$ cat src/rtl/calc_op_dispatch_if.sv
// calc_op_dispatch_if: request / issue / result bundle for the operation dispatcher.
//   master : requester and arithmetic-unit side. Drives start, opcode, op_a, op_b,
//            the *_done strobes and mux_dout.
//   slave  : the dispatcher. Drives busy, unit_a/unit_b, the *_go strobes, as_sub,
//            sel, result, result_valid and err.
interface calc_op_dispatch_if;
  logic        start;
  logic [1:0]  opcode;
  logic [11:0] op_a, op_b;
  logic        busy;
  logic [11:0] unit_a, unit_b;
  logic        as_go, mul_go, dvd_go;
  logic        as_sub;
  logic [1:0]  sel;
  logic        as_done, mul_done, dvd_done;
  logic [11:0] mux_dout;
  logic [11:0] result;
  logic        result_valid;
  logic        err;

  modport master (
    output start, opcode, op_a, op_b, as_done, mul_done, dvd_done, mux_dout,
    input  busy, unit_a, unit_b, as_go, mul_go, dvd_go, as_sub, sel,
           result, result_valid, err
  );

  modport slave (
    input  start, opcode, op_a, op_b, as_done, mul_done, dvd_done, mux_dout,
    output busy, unit_a, unit_b, as_go, mul_go, dvd_go, as_sub, sel,
           result, result_valid, err
  );
endinterface

$ cat src/rtl/calc_op_dispatch.sv
// calc_op_dispatch: issues one calculator operation to the add/sub, multiply or
// divide unit, owns the result-mux select and captures the returned result.
//
// Ports:
//   clk   - rising-edge clock
//   rst   - asynchronous reset, active high
//   b     - calc_op_dispatch_if.slave: request (start/opcode/op_a/op_b), unit
//           issue (unit_a/unit_b/*_go/as_sub/sel), unit completion (*_done,
//           mux_dout) and response (busy/result/result_valid/err).
// Parameters:
//   TIMEOUT - WAIT cycles before an operation is abandoned with err (2..255).
// Build option:
//   CALC_DISPATCH_DIV0_CHECK_EN - when defined, a divide with op_b==0 is answered
//   locally with result=12'hFFF, err=1 and never reaches the divide unit.
module calc_op_dispatch #(
  parameter int TIMEOUT = 64
) (
  input  logic                 clk,
  input  logic                 rst,
  calc_op_dispatch_if.slave    b
);

  typedef enum logic [1:0] {S_IDLE, S_ISSUE, S_WAIT, S_DONE} state_t;

  localparam logic [7:0] CNT_LAST = 8'(TIMEOUT - 1);

  state_t     state;
  logic [7:0] cnt;
  logic       sel_done;

  // Only the unit we issued to may finish the operation; sel is held stable from
  // ISSUE onwards so it doubles as the "which unit" record.
  always_comb begin
    sel_done = 1'b0;
    case (b.sel)
      2'b00:   sel_done = b.as_done;
      2'b01:   sel_done = b.mul_done;
      2'b10:   sel_done = b.dvd_done;
      default: sel_done = 1'b0;
    endcase
  end

  always_ff @(posedge clk or posedge rst) begin
    if (rst) begin
      state          <= S_IDLE;
      cnt            <= '0;
      b.busy         <= 1'b0;
      b.unit_a       <= '0;
      b.unit_b       <= '0;
      b.as_go        <= 1'b0;
      b.mul_go       <= 1'b0;
      b.dvd_go       <= 1'b0;
      b.as_sub       <= 1'b0;
      b.sel          <= 2'b00;
      b.result       <= '0;
      b.result_valid <= 1'b0;
      b.err          <= 1'b0;
    end else begin
      // strobes default low; each is raised for exactly one cycle below
      b.as_go        <= 1'b0;
      b.mul_go       <= 1'b0;
      b.dvd_go       <= 1'b0;
      b.result_valid <= 1'b0;

      case (state)
        S_IDLE: begin
          if (b.start) begin
            b.unit_a <= b.op_a;
            b.unit_b <= b.op_b;
            b.as_sub <= (b.opcode == 2'b01);
            b.err    <= 1'b0;
            b.busy   <= 1'b1;
            case (b.opcode)
              2'b10:   b.sel <= 2'b01;
              2'b11:   b.sel <= 2'b10;
              default: b.sel <= 2'b00;
            endcase
`ifdef CALC_DISPATCH_DIV0_CHECK_EN
            if (b.opcode == 2'b11 && b.op_b == 12'h000) begin
              // answered locally: straight to DONE, divide unit never started
              b.result       <= 12'hFFF;
              b.err          <= 1'b1;
              b.result_valid <= 1'b1;
              state          <= S_DONE;
            end else begin
              b.as_go  <= ~b.opcode[1];
              b.mul_go <= (b.opcode == 2'b10);
              b.dvd_go <= (b.opcode == 2'b11);
              state    <= S_ISSUE;
            end
`else
            // go is registered here so it is high during the ISSUE cycle
            b.as_go  <= ~b.opcode[1];
            b.mul_go <= (b.opcode == 2'b10);
            b.dvd_go <= (b.opcode == 2'b11);
            state    <= S_ISSUE;
`endif
          end
        end

        S_ISSUE: begin
          cnt   <= '0;
          state <= S_WAIT;
        end

        S_WAIT: begin
          // done is checked first so a done on the final WAIT cycle still wins
          if (sel_done) begin
            b.result       <= b.mux_dout;
            b.result_valid <= 1'b1;
            state          <= S_DONE;
          end else if (cnt == CNT_LAST) begin
            b.result       <= 12'h000;
            b.err          <= 1'b1;
            b.result_valid <= 1'b1;
            state          <= S_DONE;
          end else begin
            cnt <= cnt + 8'd1;
          end
        end

        S_DONE: begin
          b.busy <= 1'b0;
          state  <= S_IDLE;
        end

        default: state <= S_IDLE;
      endcase
    end
  end

endmodule

$ cat src/flat_wrapper.sv
// flat-port wrapper written by rule: the top's interface ports become plain ports
module calc_op_dispatch_flat 
#(
  parameter int TIMEOUT = 64
)
  (clk, rst, b_start, b_opcode, b_op_a, b_op_b, b_as_done, b_mul_done, b_dvd_done, b_mux_dout, b_busy, b_unit_a, b_unit_b, b_as_go, b_mul_go, b_dvd_go, b_as_sub, b_sel, b_result, b_result_valid, b_err);
  calc_op_dispatch_if b_i ();
  input  logic clk;
  input  logic rst;
  input wire logic [$bits(b_i.start)-1:0] b_start;
  input wire logic [$bits(b_i.opcode)-1:0] b_opcode;
  input wire logic [$bits(b_i.op_a)-1:0] b_op_a;
  input wire logic [$bits(b_i.op_b)-1:0] b_op_b;
  input wire logic [$bits(b_i.as_done)-1:0] b_as_done;
  input wire logic [$bits(b_i.mul_done)-1:0] b_mul_done;
  input wire logic [$bits(b_i.dvd_done)-1:0] b_dvd_done;
  input wire logic [$bits(b_i.mux_dout)-1:0] b_mux_dout;
  output wire logic [$bits(b_i.busy)-1:0] b_busy;
  output wire logic [$bits(b_i.unit_a)-1:0] b_unit_a;
  output wire logic [$bits(b_i.unit_b)-1:0] b_unit_b;
  output wire logic [$bits(b_i.as_go)-1:0] b_as_go;
  output wire logic [$bits(b_i.mul_go)-1:0] b_mul_go;
  output wire logic [$bits(b_i.dvd_go)-1:0] b_dvd_go;
  output wire logic [$bits(b_i.as_sub)-1:0] b_as_sub;
  output wire logic [$bits(b_i.sel)-1:0] b_sel;
  output wire logic [$bits(b_i.result)-1:0] b_result;
  output wire logic [$bits(b_i.result_valid)-1:0] b_result_valid;
  output wire logic [$bits(b_i.err)-1:0] b_err;
  assign b_i.start = b_start;
  assign b_i.opcode = b_opcode;
  assign b_i.op_a = b_op_a;
  assign b_i.op_b = b_op_b;
  assign b_i.as_done = b_as_done;
  assign b_i.mul_done = b_mul_done;
  assign b_i.dvd_done = b_dvd_done;
  assign b_i.mux_dout = b_mux_dout;
  assign b_busy = b_i.busy;
  assign b_unit_a = b_i.unit_a;
  assign b_unit_b = b_i.unit_b;
  assign b_as_go = b_i.as_go;
  assign b_mul_go = b_i.mul_go;
  assign b_dvd_go = b_i.dvd_go;
  assign b_as_sub = b_i.as_sub;
  assign b_sel = b_i.sel;
  assign b_result = b_i.result;
  assign b_result_valid = b_i.result_valid;
  assign b_err = b_i.err;
  calc_op_dispatch #(.TIMEOUT(TIMEOUT)) u_core (.clk(clk), .rst(rst), .b(b_i));
endmodule
$ cat config.mk
export PLATFORM = sky130hd
export DESIGN_NAME = calc_op_dispatch_flat
export DESIGN_NICKNAME = d
export VERILOG_FILES = /design/src/rtl/calc_op_dispatch_if.sv /design/src/rtl/calc_op_dispatch.sv /design/src/flat_wrapper.sv
export SDC_FILE = /design/constraint.sdc
export NUM_CORES = 1
export LEC_CHECK = 0
export CAP_MARGIN = 20
export CORE_ASPECT_RATIO = 1.25
export CORE_UTILIZATION = 47
export CTS_CLUSTER_SIZE = 24
export DETAILED_ROUTE_END_ITERATION = 6
export MAX_ROUTING_LAYER = met4
export PLACE_DENSITY = 0.85
export RECOVER_POWER = 100
export SYNTH_ARGS = -nofsm -noshare
export SYNTH_HDL_FRONTEND = slang
export SYNTH_SLANG_ARGS = --single-unit
$ cat constraint.sdc
create_clock -name clk -period 4.8 [get_ports clk]
set_clock_uncertainty 0.1 [all_clocks]
set_input_delay 0.72 -clock clk [delete_from_list [all_inputs] [get_ports clk]]
set_output_delay 0.72 -clock clk [all_outputs]
set_load 0.01 [all_outputs]
==> impl_metrics.toml <==
[floorplan]
dieArea_sq_um = 5192
start_util_pct = 48.76
core-area_sq_um = 4730
boundaryPins = 89
fp.dieH_um = 80.32
fp.dieW_um = 64.65
std_cell_rows = 28

[setup_path]
cp_slowest_stage_delay_ns = 0.88
critPathLaunch = "u_core.state[0]"
reg2reg_depth = 6
r2r-start = "u_core.state[0]"
cp.arrival_ns = 3.14
crit_path_start_kind = "flip-flop"
reg2reg_to = "u_core.b.result[8]"
worstPathCellList = "inv_1 -> ha_1 -> inv_1 -> o22ai_1 -> a21oi_1 -> a22o_2"
crit_type = "flip-flop to flip-flop"
cpLargestDelayFamily = "compound AO/OA/AOI/OAI gates"
r2r_slack_ns = 1.77
worst_path_max_delay_cell = "o22ai_1"
worstPathMaxFanout = 14
endpoint_kind = "flip-flop"
timing.critical_path.buf_inv = 2
required_ns = 4.90
crit_top_cell = "inv_1"

[synthesis]
synthCells = 169
synth_edf_count = 0
synth_ff_type = "dfrtp_1"
synthArstFlopShare_pct = 100.0
ys_ff_latch = 55
synth_area_per_cell_sq_um = 13.64
synth_fp_nets = 218
netlist_area_sq_um = 2306
ys_seq_area_share_pct = 59.69
ys_types = 36
ys_warn_count = 0

[clock_network]
clock_path_buffers = 2
htree_levels = 2
cts_resized = 0
clock-root-buffer = "clkbuf_8"
worstSkewPairLatency_ns = 0.31
cts.sinks = 55
cts_setup_buffers = 0
cts_made_buffers = 5
cts.hold.buffers_added = 0
cts.clk_slew.worst_paths_ns = 0.09
cts_tree = "yes"

[routing]
drtAntennaViolNets = 0
vias_per_cell = 5.287
drt-initial-drc-count = 82
num_vias = 1697
avgRoutedWirePerCell_um = 15.98
drt_pre_antenna_iters = 4
drc_errors = 0
routed_wl_um = 5128

[power]
power_leakage_nw = 1.518
vdd_drop_max_mv = 0.3436
powerDensity_nw_per_um2 = 580.8

[layout]
final_common_cell = "dfrtp_1"
area_growth_pct = 44.22
layout_common_cells = "dfrtp_1, dlygate4sd3_1, clkdlybuf4s50_1, mux2_2, a22o_2"
layout.nets = 309
antennaDiodeCount = 0
fillCellCount = 348
drive_gt1_share_pct = 19.16

[sta]
setup_viol = 0
fin_crit_sh_pct = 63.20
fin_crit_ns = 3.034
fin_tns_setup_ns = 0
max_freq_ghz = 0.3296
hold_violations = 0
rsz0062_at_grt = "no"
slew_violations = 0
tightest_slew_ns = 1.129
max-slew-margin-rel_pct = 24.72
final.setup.worst_slack_ns = 1.766

[placement]
dp_hpwl_um = 3819
gp_congestion = 0.7893
portBuffers = 88
place_ws_ns = 2.088

[grt]
busiest_layer = "met2"
grt_first_pass_wirelength_um = 8480
grt_util_met1_pct = 25.68
grt_use_met2_pct = 37.26
grt_max_degree = 41
antenna_found_initial = 0
grt_pass1_vias = 1819
grt_use_met3_pct = 6.818
grt.overflow.total = 0
grt_usage_pct = 22.58

[worst_hold_path]
holdPathEnd = "u_core.b.as_sub"
min-delay-start = "u_core.b.as_sub"
hold_path.class = "flip-flop to flip-flop"
hold-path-cell-count = 2

[flow_run]
drv_cap = 0

[outcome]
status = "completed"
==> layout make-up <==
| class | count | area, sq um | share of cell area (%) |
|---|---|---|---|
| Tap cell | 60 | 75.07 | 2.257 |
| Inverter | 10 | 37.54 | 1.129 |
| Clock inverter | 1 | 8.758 | 0.2634 |
| Timing Repair Buffer | 90 | 904.6 | 27.20 |
| Clock buffer | 7 | 86.33 | 2.596 |
| Multi-Input combinational cell | 98 | 837.1 | 25.17 |
| Sequential cell | 55 | 1376 | 41.38 |
==> synthesized netlist by cell type, types with 2 or more instances <==
master | instances | area [sq um]
dfrtp_1 | 55 | 1376
mux2_2 | 24 | 270.3
a22o_2 | 12 | 120.1
inv_1 | 10 | 37.54
a31oi_1 | 7 | 43.79
nand2_1 | 7 | 26.28
ha_1 | 5 | 62.56
clkbuf_1 | 4 | 15.01
nand2b_1 | 4 | 25.02
o21ai_0 | 4 | 20.02
a21o_1 | 3 | 22.52
a21oi_1 | 3 | 15.01
mux2i_1 | 3 | 30.03
a21oi_2 | 2 | 17.52
a41oi_1 | 2 | 17.52
nand3_1 | 2 | 10.01
nor2_1 | 2 | 7.510
o211ai_1 | 2 | 15.01
==> worst reg2reg max path: cells and delay by family (launching register included) <==
kind	cells	cell delay, ns
AO/OA/AOI/OAI	3	1.72
adder cells (fa/ha/maj)	1	0.47
buffers and inverters	2	0.23
flip-flops	1	0.41
==> per-stage QoR <==
step | utilization, % | total power, mW | instance area [sq um] | hold slack [ns] | instances
after detailed placement | 69.31 | 1.777 | 3278 | 0.3823 | 313
after global routing | 70.32 | 2.063 | 3326 | 0.4097 | 321
after floorplan | - | 1.286 | 2306 | 0.3527 | 169
after global placement | 68.31 | 1.733 | 3231 | 0.3616 | 311
after CTS | 71.32 | 2.048 | 3373 | 0.3985 | 321
final | 70.32 | 1.931 | 3326 | 0.3960 | 321
==> flip-flops by register name, indices dropped and copies added (netlist names) <==
register and cells:
u_core.b.result 12, u_core.b.unit_a 12, u_core.b.unit_b 12, u_core.cnt 8, u_core.b.sel 2, u_core.state 2
u_core.b.as_go 1, u_core.b.as_sub 1, u_core.b.busy 1, u_core.b.dvd_go 1, u_core.b.err 1, u_core.b.mul_go 1
u_core.b.result_valid 1
==> metal layers <==
metal	part of all wire, %	vias up
met5	0	-
met3	6.1	10
met2	52	56
met4	2.1	0
met1	40	835
li1	-	796
==> how the worst max path moves through the flow <==
stage                         endpoint  depth (start not counted)
CTS                 u_core.b.result[8]                          6
global route        u_core.b.result[8]                          6
finish              u_core.b.result[8]                          6
detailed placement       u_core.cnt[4]                          5
floorplan               u_core.b.as_go                          1
global placement    u_core.b.unit_a[0]                          3
==> cells by family after synthesis <==
family	synth area share [%]
compound gates	14.27
mux	13.62
buf+inv	2.984
fa+ha+maj	2.713
flops	59.69
simple gates	6.729
==> report_power, final <==
group,internal (mW),leakage [nW],switching [mW],total [mW]
registers,0.662,0.688,0.116,0.778
logic,0.498,0.782,0.391,0.888
clock network,0.118,0.0484,0.147,0.265
total,1.28,1.52,0.654,1.93
Power figures use the tool's default switching activity.
==> edit: new RTL, config.mk and constraints unchanged <==
The 4 states of `state_t` get a Gray code encoding in 2 bits.
--- a/src/rtl/calc_op_dispatch.sv
+++ b/src/rtl/calc_op_dispatch.sv
@@ -21,5 +21,5 @@
 );
 
-  typedef enum logic [1:0] {S_IDLE, S_ISSUE, S_WAIT, S_DONE} state_t;
+  typedef enum logic [1:0] {S_IDLE = 2'b00, S_ISSUE = 2'b01, S_WAIT = 2'b11, S_DONE = 2'b10} state_t;
 
   localparam logic [7:0] CNT_LAST = 8'(TIMEOUT - 1);
Check against the original RTL: same outputs for any inputs over 10 cycles, from zero or initial values and one cycle with rst high; not proved beyond that.
==> edit against the original RTL <==
Final cell count increased by 15%; register-to-register slack got worse by 40 ps; total power decreased by 3.3%; fmax decreased by 2.3%; sequential power about the same; synthesized cell count increased by 31%; setup slack got worse by 71 ps; first-iteration DRC count increased by 77%; wire length increased by 10%; synthesized area decreased by 1.2%; sequential cell count unchanged; final area decreased by 0.79%.
==> edit: results (changes against the original RTL) <==
| Metric | Value |
|---|---|
| Dpl hpwl | `3992 microns (was 3819 microns)` |
| Largest voltage drop on the vdd net | `365.2 uV (was 343.6 uV)` |
| Vias in the first global route | `1,979 (was 1,819)` |
| End of the critical path | `u_core.b.result[0]$_DFFE_PP0P_ (was u_core.b.result[8]$_DFFE_PP0P_)` |
| Endpoint with the worst hold slack | `u_core.b.unit_b[2]$_DFFE_PP0P_ (was u_core.b.as_sub$_DFFE_PP0P_)` |
| First DRT Iteration DRCs | `145 (was 82)` |
| GPL Wtd Cong | `0.7961 (was 0.7893)` |
| Biggest fanout along the worst timing path | `13 (was 14)` |
| Fraction of standard cell area in multi-input logic | `24.38% (was 25.17%)` |
| Met3 Usage GRT | `6.429% (was 6.818%)` |
| Arrival time worst endpoint | `3260 ps (was 3140 ps)` |
| Syn Nets | `266 (was 218)` |
| R2R Path Start | `u_core.cnt[0]$_DFFE_PP0P_ (was u_core.state[0]$_DFFE_PP0P_)` |
| Proportion of synthesized chip area in sequential cells | `60.44% (was 59.69%)` |
| Number of inverters outside the clock class in the layout | `7 (was 10)` |
| Multi-In Gates | `150 (was 98)` |
| Post-detailed-routing wire length | `5661 microns (was 5128 microns)` |
| Routed met2 length | `2850 microns (was 2660 microns)` |
| Leakage dissipation | `1.607 nW (was 1.518 nW)` |
| Top cells by count, synth | `83 x nand2_1, 55 x dfrtp_1, 12 x a22o_1 (was 55 x dfrtp_1, 24 x mux2_2, 12 x a22o_2)` |
| Largest net degree at the start of global routing | `33 (was 41)` |
| Met2 usage | `39.26% (was 37.26%)` |
| Number of nets in the finished design | `354 (was 309)` |
| Fraction of layout cells with a size suffix above 1 | `4.839% (was 19.16%)` |
| Sequential cells | `55 (unchanged)` |
| Share of total power in sequential cells | `41.7% (was 40.3%)` |
| Total Routing Usage GR | `25.07% (was 22.58%)` |
| First-pass GRT wire length | `9397 microns (was 8480 microns)` |
| Minimum setup slack in the final design | `1696 ps (was 1766 ps)` |
| WL met1 | `2284 microns (was 2046 microns)` |
| Proportion of cell area spent on the clock network | `3.489% (was 2.859%)` |
| P_int | `1.194 mW (was 1.278 mW)` |
| Most frequent cell after synthesis | `nand2_1 (was dfrtp_1)` |
| Outcome | `complete, no violations (unchanged)` |
| Cell total after placement | `360 (was 313)` |
| Met3 routed WL | `416 microns (was 313 microns)` |
| Avg Cell Area, Syn | `10.30 sq um (was 13.64 sq um)` |
-- edit: cell types whose count changed in the layout (fill, tap and decap cells not counted), moves of 4 or more --
| cell | change |
|---|---|
| a22o_1 | +12 |
| a22o_2 | -12 |
| a31oi_1 | -7 |
| ha_1 | -4 |
| inv_1 | -4 |
| mux2_2 | -24 |
| nand2_1 | +76 |
| nor2_1 | +5 |
-- edit: kinds of logic (layout without fill, tap and decap cells) --
| kind of cell | Yosys count | after routing | synth area share [%] |
|---|---|---|---|
| AND/OR/NAND/NOR | 110 | 110 | 21.54 |
| AO/OA/AOI/OAI | 38 | 38 | 14.01 |
| buffers and inverters | 16 | 105 | 2.802 |
| adder cells (fa/ha/maj) | 1 | 1 | 0.5494 |
| multiplexers | 1 | 1 | 0.6591 |
| flip-flops | 55 | 55 | 60.44 |
-- edit: per-stage QoR --
stage	utilization, %	hold slack, ps
after global routing	72.89	402.4
after detailed placement	71.14	361.1
final	72.89	375.9
after CTS	73.69	386.5
after floorplan	-	407.0
after global placement	70.70	353.3
